**config.mk**
```make
export PLATFORM = sky130hd
export DESIGN_NAME = pulse_seq_ctrl_flat
export DESIGN_NICKNAME = d
export VERILOG_FILES = /design/src/rtl/pulse_pkg.sv /design/src/rtl/pulse_seq_ctrl_if.sv /design/src/rtl/timeout_timer.sv /design/src/rtl/pulse_seq_ctrl.sv /design/src/flat_wrapper.sv
export SDC_FILE = /design/constraint.sdc
export NUM_CORES = 1
export LEC_CHECK = 0
export ABC_AREA = 0
export CAP_MARGIN = 0
export CORE_MARGIN = 4
export CORE_UTILIZATION = 35
export DETAILED_ROUTE_END_ITERATION = 7
export PLACE_DENSITY_LB_ADDON = 0.1
export SLEW_MARGIN = 10
export SYNTH_ARGS = -nofsm -noshare
export SYNTH_HDL_FRONTEND = slang
export SYNTH_SLANG_ARGS = --single-unit
```
**constraint.sdc**
```tcl
create_clock -name clk -period 2.03 [get_ports clk]
set_input_delay 0.3045 -clock clk [delete_from_list [all_inputs] [get_ports clk]]
set_output_delay 0.3045 -clock clk [all_outputs]
set_load 0.02 [all_outputs]
```
**src/rtl/pulse_pkg.sv**
```systemverilog
// Shared types and sizing for the pulse monitor datapath and its sequencing controller.
// Constants only; no logic, no latency, no flow control.
package pulse_pkg;

  localparam int PD_W           = 6;
  localparam int NSAMP          = 4;
  localparam int NSAMP_W        = 3;
  localparam int REJ_W          = 8;
  localparam int PD_MIN_DEF     = 3;
  localparam int PD_MAX_DEF     = 20;
  localparam int LOST_TICKS_DEF = 30;

  typedef enum logic [1:0] {
    IDLE    = 2'd0,
    ACQUIRE = 2'd1,
    TRACK   = 2'd2,
    LOST    = 2'd3
  } state_t;

endpackage

```
**src/rtl/pulse_seq_ctrl_if.sv**
```systemverilog
// Beat/timebase inputs and period-counter/display control outputs of the sequencer.
// Master is the controller; slave is the datapath side that supplies beat, tick and count.
interface pulse_seq_ctrl_if;
  import pulse_pkg::*;

  logic               beat;
  logic               tick;
  logic [PD_W-1:0]    count;
  logic               count_enb;
  logic               clr_count;
  logic               shift_enb;
  logic               avg_valid;
  logic               blank;
  logic               lost;
  logic [NSAMP_W-1:0] nsamp;
  logic [REJ_W-1:0]   rej_cnt;

  modport master (
    input  beat, tick, count,
    output count_enb, clr_count, shift_enb, avg_valid, blank, lost, nsamp, rej_cnt
  );

  modport slave (
    output beat, tick, count,
    input  count_enb, clr_count, shift_enb, avg_valid, blank, lost, nsamp, rej_cnt
  );

endinterface

```
**src/rtl/timeout_timer.sv**
```systemverilog
// Tick-driven saturating counter with synchronous clear; term flags the limit.
// Count updates one cycle after tick; clear has priority over tick; no backpressure.
module timeout_timer #(
  parameter int LIMIT = 30
) (
  input  logic clk,
  input  logic rst,
  input  logic tick,
  input  logic clr,
  output logic term
);

  localparam int CW = $clog2(LIMIT + 1);
  localparam logic [CW-1:0] LIM_C = CW'(LIMIT);

  logic [CW-1:0] cnt;

  always_ff @(posedge clk or negedge rst) begin
    if (!rst) begin
      cnt <= '0;
    end else if (clr) begin
      cnt <= '0;
    end else if (tick && (cnt != LIM_C)) begin
      cnt <= cnt + CW'(1);
    end
  end

  assign term = (cnt == LIM_C);

endmodule

```
**src/rtl/pulse_seq_ctrl.sv**
```systemverilog
// Sequencer for the period-based pulse monitor: beat qualification, sample loading, loss detection.
// Beat in cycle N yields clr_count/shift_enb in cycle N+1 for one cycle; no backpressure.
module pulse_seq_ctrl
  import pulse_pkg::*;
#(
  parameter int PD_MIN     = PD_MIN_DEF,
  parameter int PD_MAX     = PD_MAX_DEF,
  parameter int LOST_TICKS = LOST_TICKS_DEF
) (
  input  logic             clk,
  input  logic             rst,
  pulse_seq_ctrl_if.master bus
);

  localparam logic [PD_W-1:0]    MIN_C = PD_W'(PD_MIN);
  localparam logic [PD_W-1:0]    MAX_C = PD_W'(PD_MAX);
  localparam logic [NSAMP_W-1:0] NS_C  = NSAMP_W'(NSAMP);
  localparam logic [REJ_W-1:0]   REJ_SAT = '1;

  state_t             state;
  logic               clr_q;
  logic               shift_q;
  logic               avg_q;
  logic               blank_q;
  logic               lost_q;
  logic [NSAMP_W-1:0] nsamp_q;
  logic [REJ_W-1:0]   rej_q;
  logic [NSAMP_W-1:0] nsamp_inc;
  logic [REJ_W-1:0]   rej_inc;
  logic               term;
  logic               timing;

  assign nsamp_inc = (nsamp_q == NS_C) ? nsamp_q : nsamp_q + NSAMP_W'(1);
  assign rej_inc   = (rej_q == REJ_SAT) ? rej_q : rej_q + REJ_W'(1);
  assign timing    = (state == ACQUIRE) || (state == TRACK);

  timeout_timer #(.LIMIT(LOST_TICKS)) u_timer (
    .clk  (clk),
    .rst  (rst),
    .tick (bus.tick),
    .clr  (clr_q),
    .term (term)
  );

  always_ff @(posedge clk or negedge rst) begin
    if (!rst) begin
      state   <= IDLE;
      clr_q   <= 1'b0;
      shift_q <= 1'b0;
      avg_q   <= 1'b0;
      blank_q <= 1'b1;
      lost_q  <= 1'b0;
      nsamp_q <= '0;
      rej_q   <= '0;
    end else begin
      clr_q   <= 1'b0;
      shift_q <= 1'b0;
      case (state)
        IDLE, LOST: begin
          if (bus.beat) begin
            clr_q   <= 1'b1;
            nsamp_q <= '0;
            state   <= ACQUIRE;
            avg_q   <= 1'b0;
            blank_q <= 1'b1;
            lost_q  <= 1'b0;
          end
        end
        ACQUIRE, TRACK: begin
          if (bus.beat) begin
            if (bus.count < MIN_C) begin
              rej_q <= rej_inc;
            end else if (bus.count <= MAX_C) begin
              shift_q <= 1'b1;
              clr_q   <= 1'b1;
              nsamp_q <= nsamp_inc;
              if (nsamp_inc == NS_C) begin
                state   <= TRACK;
                avg_q   <= 1'b1;
                blank_q <= 1'b0;
              end
            end else begin
              clr_q <= 1'b1;
              rej_q <= rej_inc;
            end
          // The timer still shows its old value while its clear is being applied.
          end else if (term && !clr_q) begin
            state   <= LOST;
            nsamp_q <= '0;
            avg_q   <= 1'b0;
            blank_q <= 1'b1;
            lost_q  <= 1'b1;
          end
        end
        default: begin
          state <= IDLE;
        end
      endcase
    end
  end

  assign bus.count_enb = bus.tick && timing && !clr_q;
  assign bus.clr_count = clr_q;
  assign bus.shift_enb = shift_q;
  assign bus.avg_valid = avg_q;
  assign bus.blank     = blank_q;
  assign bus.lost      = lost_q;
  assign bus.nsamp     = nsamp_q;
  assign bus.rej_cnt   = rej_q;

endmodule

```
**src/flat_wrapper.sv**
```systemverilog
// flat-port wrapper written by rule: the top's interface ports become plain ports
module pulse_seq_ctrl_flat import pulse_pkg::*;
#(
  parameter int PD_MIN     = PD_MIN_DEF,
  parameter int PD_MAX     = PD_MAX_DEF,
  parameter int LOST_TICKS = LOST_TICKS_DEF
)
  (clk, rst, bus_beat, bus_tick, bus_count, bus_count_enb, bus_clr_count, bus_shift_enb, bus_avg_valid, bus_blank, bus_lost, bus_nsamp, bus_rej_cnt);
  pulse_seq_ctrl_if bus_i ();
  input  logic clk;
  input  logic rst;
  input wire logic [$bits(bus_i.beat)-1:0] bus_beat;
  input wire logic [$bits(bus_i.tick)-1:0] bus_tick;
  input wire logic [$bits(bus_i.count)-1:0] bus_count;
  output wire logic [$bits(bus_i.count_enb)-1:0] bus_count_enb;
  output wire logic [$bits(bus_i.clr_count)-1:0] bus_clr_count;
  output wire logic [$bits(bus_i.shift_enb)-1:0] bus_shift_enb;
  output wire logic [$bits(bus_i.avg_valid)-1:0] bus_avg_valid;
  output wire logic [$bits(bus_i.blank)-1:0] bus_blank;
  output wire logic [$bits(bus_i.lost)-1:0] bus_lost;
  output wire logic [$bits(bus_i.nsamp)-1:0] bus_nsamp;
  output wire logic [$bits(bus_i.rej_cnt)-1:0] bus_rej_cnt;
  assign bus_i.beat = bus_beat;
  assign bus_i.tick = bus_tick;
  assign bus_i.count = bus_count;
  assign bus_count_enb = bus_i.count_enb;
  assign bus_clr_count = bus_i.clr_count;
  assign bus_shift_enb = bus_i.shift_enb;
  assign bus_avg_valid = bus_i.avg_valid;
  assign bus_blank = bus_i.blank;
  assign bus_lost = bus_i.lost;
  assign bus_nsamp = bus_i.nsamp;
  assign bus_rej_cnt = bus_i.rej_cnt;
  pulse_seq_ctrl #(.PD_MIN(PD_MIN), .PD_MAX(PD_MAX), .LOST_TICKS(LOST_TICKS)) u_core (.clk(clk), .rst(rst), .bus(bus_i));
endmodule
```
==> flow_summary.ini <==
[worst_setup_path]
max_stage_delay_ps = 440
cp-endpoint = u_core.state[1]
path_delay_family = compound AO/OA/AOI/OAI gates
cp_num_buf_inv = 0
timing.rr.start = u_core.bus.nsamp[0]
worst-endpoint-arrival_ps = 2120
path_class = reg2reg
worst_path_max_delay_cell = or3b_1
cp-startpoint = u_core.bus.nsamp[0]
cp-end-kind = flip-flop
cp.depth = 5
reg2reg_slack_ps = 140
critical_path.max_fanout = 4
rr_worst_depth = 5
cp_data_required_time_ps = 2260
worstPathCellList = ha_1 > or3b_1 > a311oi_4 > a211oi_1 > a311oi_1
critPathLaunchType = flip-flop
reg2reg_to = u_core.state[1]

[final_layout]
seq_area_um2 = 577
final_cell_mix = clkdlybuf4s50_1, dfrtp_1, nor2_1, buf_4
layout-drive-gt1-share = 0.166
multi_input_area_um2 = 668
area_growth_pct = 33.3
n_fill_cell = 337
fin_nets = 179
num_antenna_cells = 0
final_common_cell = clkdlybuf4s50_1
final_area_um2 = 1700

[pwr]
powerDensity_nw_per_um2 = 1040
p_leak_nw = 0.712
pwr-share-clk = 0.126
p_sw_frac = 0.402
intPower_mw = 1.05
ir_drop_mv = 0.481
p_comb_frac = 0.479
p_seq_frac = 0.396
p_total_mw = 1.76
p_switching_uw = 706

[floorplanning]
core_um2 = 3420
io_pins = 27
die_w_um = 68.3
die_area_um2 = 4660
row_count = 21
initial_utilization = 0.373
dieHeight_um = 68.3

[clock_network]
h-tree-depth = 1
worstSkewPairLatency_ps = 320
clk_path_buf_depth = 2
cts-root-buf = clkbuf_4
cts_made_buffers = 3
clock-sinks = 23
cts_tree = yes
cts.clk_slew.worst_paths_ps = 130

[logic_synthesis]
ys_async_sr_fraction = 1.00
ys_seq_elements = 23
synth_area_um2 = 1270
synth_top_area_cell = dfrtp_1
syn_nets = 139
yosys_warnings = 0
yosys.cell_types.count = 39
syn_inst = 124
syn_area_per_cell_um2 = 10.3
seq_area_frac_synth = 0.453
yosys.area.top_type_share = 0.433
ys.flop_type = dfrtp_1
synth_edf_count = 0
yosys-top-cells-area = dfrtp_1, ha_1, xor2_1, mux2_2, nor2_1

[drt]
drt_iter0_drc = 47
wl_um = 2870
drtAntennaViolNets = 0
drc = 0
dr.pass1.iters = 4
drt-vias-per-instance = 5.21
wl_per_cell_um = 13.7
vias = 1089

[sta]
skew_ps = 7.20
fin_crit_ps = 1890
post-route-period-util = 0.933
worst_slack_ps = 136
tightestPinTransition_ps = 506
hold_viol_final = 0
fin_hold_ws_ps = 323
tns_ps = 0
rsz0062_at_grt = no
slew_viol_final = 0
fmax_ghz = 0.528
relSlewSlack = 0.659
final-setup-viol-count = 0

[place]
postPlaceCellArea_um2 = 1660
place_hpwl_um = 2160
place_ws_ps = -96.9
portBuffers = 26
gp_congestion = 0.786

[grt]
grt_pass1_wl_um = 4920
grt_max_degree = 24
overflow = 0
first_global_vias = 1098
grtUsageTotal = 0.142
grt_antenna_before_repair = 0

[worst_hold_path]
worst_hold_path_type = in2async

[run_status]
status = complete, no violations

[flow_run]
cap_violations = 0
## power by group through the flow
stage | Sequential (mW) | Combinational (mW) | Clock (mW)
floorplan | 0.787 | 0.377 | 0
global placement | 0.701 | 0.825 | 0
detailed placement | 0.706 | 0.832 | 0
CTS | 0.698 | 0.833 | 0.232
global route | 0.713 | 0.921 | 0.251
finish | 0.696 | 0.841 | 0.221
## layout make-up
type,instances,area share
clock buffer,4,0.0155
inverter,5,0.0111
multi-input combinational,93,0.394
sequential,23,0.340
tap,46,0.0339
timing repair buffer,38,0.206
## worst min-delay path by stage
stage | start | end | slack [ps] | cells past startpoint
2_1_floorplan | rst | u_core.bus.avg_valid | 9 | 0
3_3_place_gp | u_core.bus.rej_cnt[0] | u_core.bus.rej_cnt[0] | 500 | 1
3_5_place_dp | u_core.bus.rej_cnt[7] | u_core.bus.rej_cnt[7] | 520 | 1
4_1_cts | rst | u_core.bus.shift_enb | 340 | 2
5_1_grt | rst | u_core.u_timer.cnt[0] | 340 | 2
6_report | rst | u_core.u_timer.cnt[0] | 320 | 2
## metrics by stage
step                cells  utilization
floorplan             124            -
finish                209        0.497
CTS                   209        0.493
detailed placement    205        0.486
global placement      205        0.486
global route          209        0.497
## repair_timing
action / CTS / global route
setup buffers: 0 / 0
setup endpoints to repair: 1 / 1
hold buffers: 0 / 0
pin swaps: 0 / 1
cloned: 0 / 0
gates resized for setup: 1 / 1
## flip-flops by register name, indices dropped and copies added (netlist names)
name                  count
u_core.bus.shift_enb      1
u_core.bus.blank          1
u_core.state              2
u_core.u_timer.cnt        5
u_core.bus.rej_cnt        8
u_core.bus.nsamp          3
u_core.bus.avg_valid      1
u_core.bus.lost           1
u_core.bus.clr_count      1
## cell usage after synthesis, types with 2 or more instances
| cell | number |
|---|---|
| a22oi_1 | 2 |
| a31oi_1 | 5 |
| nor3b_1 | 3 |
| a22o_1 | 2 |
| xor2_1 | 7 |
| a21oi_1 | 6 |
| nand2_1 | 7 |
| xnor2_1 | 2 |
| nand3_1 | 6 |
| dfrtp_1 | 22 |
| mux2_2 | 4 |
| inv_1 | 5 |
| ha_1 | 5 |
| and3_1 | 3 |
| a311oi_1 | 2 |
| nand2b_1 | 2 |
| o21ai_0 | 5 |
| nor2_1 | 12 |
| nand4_1 | 3 |
| nor3_1 | 2 |
## logic make-up after synthesis
| kind of cell | share of synthesized area |
|---|---|
| adders and majority gates | 0.0492 |
| xor gates and xnor gates | 0.0620 |
| and+or+nand+nor | 0.202 |
| buffers and inverters | 0.0305 |
| muxes | 0.0354 |
| AOI/OAI and AO/OA | 0.168 |
| DFF | 0.453 |
## routing by layer
| layer | GRT usage | share of wire | up-vias |
|---|---|---|---|
| met2 | 0.242 | 0.48 | 16 |
| met5 | 0 | 0 | - |
| li1 | - | - | 531 |
| met4 | 0.0596 | 0.016 | 0 |
| met1 | 0.175 | 0.47 | 536 |
| met3 | 0.0263 | 0.026 | 6 |
Power figures use the tool's default switching activity.
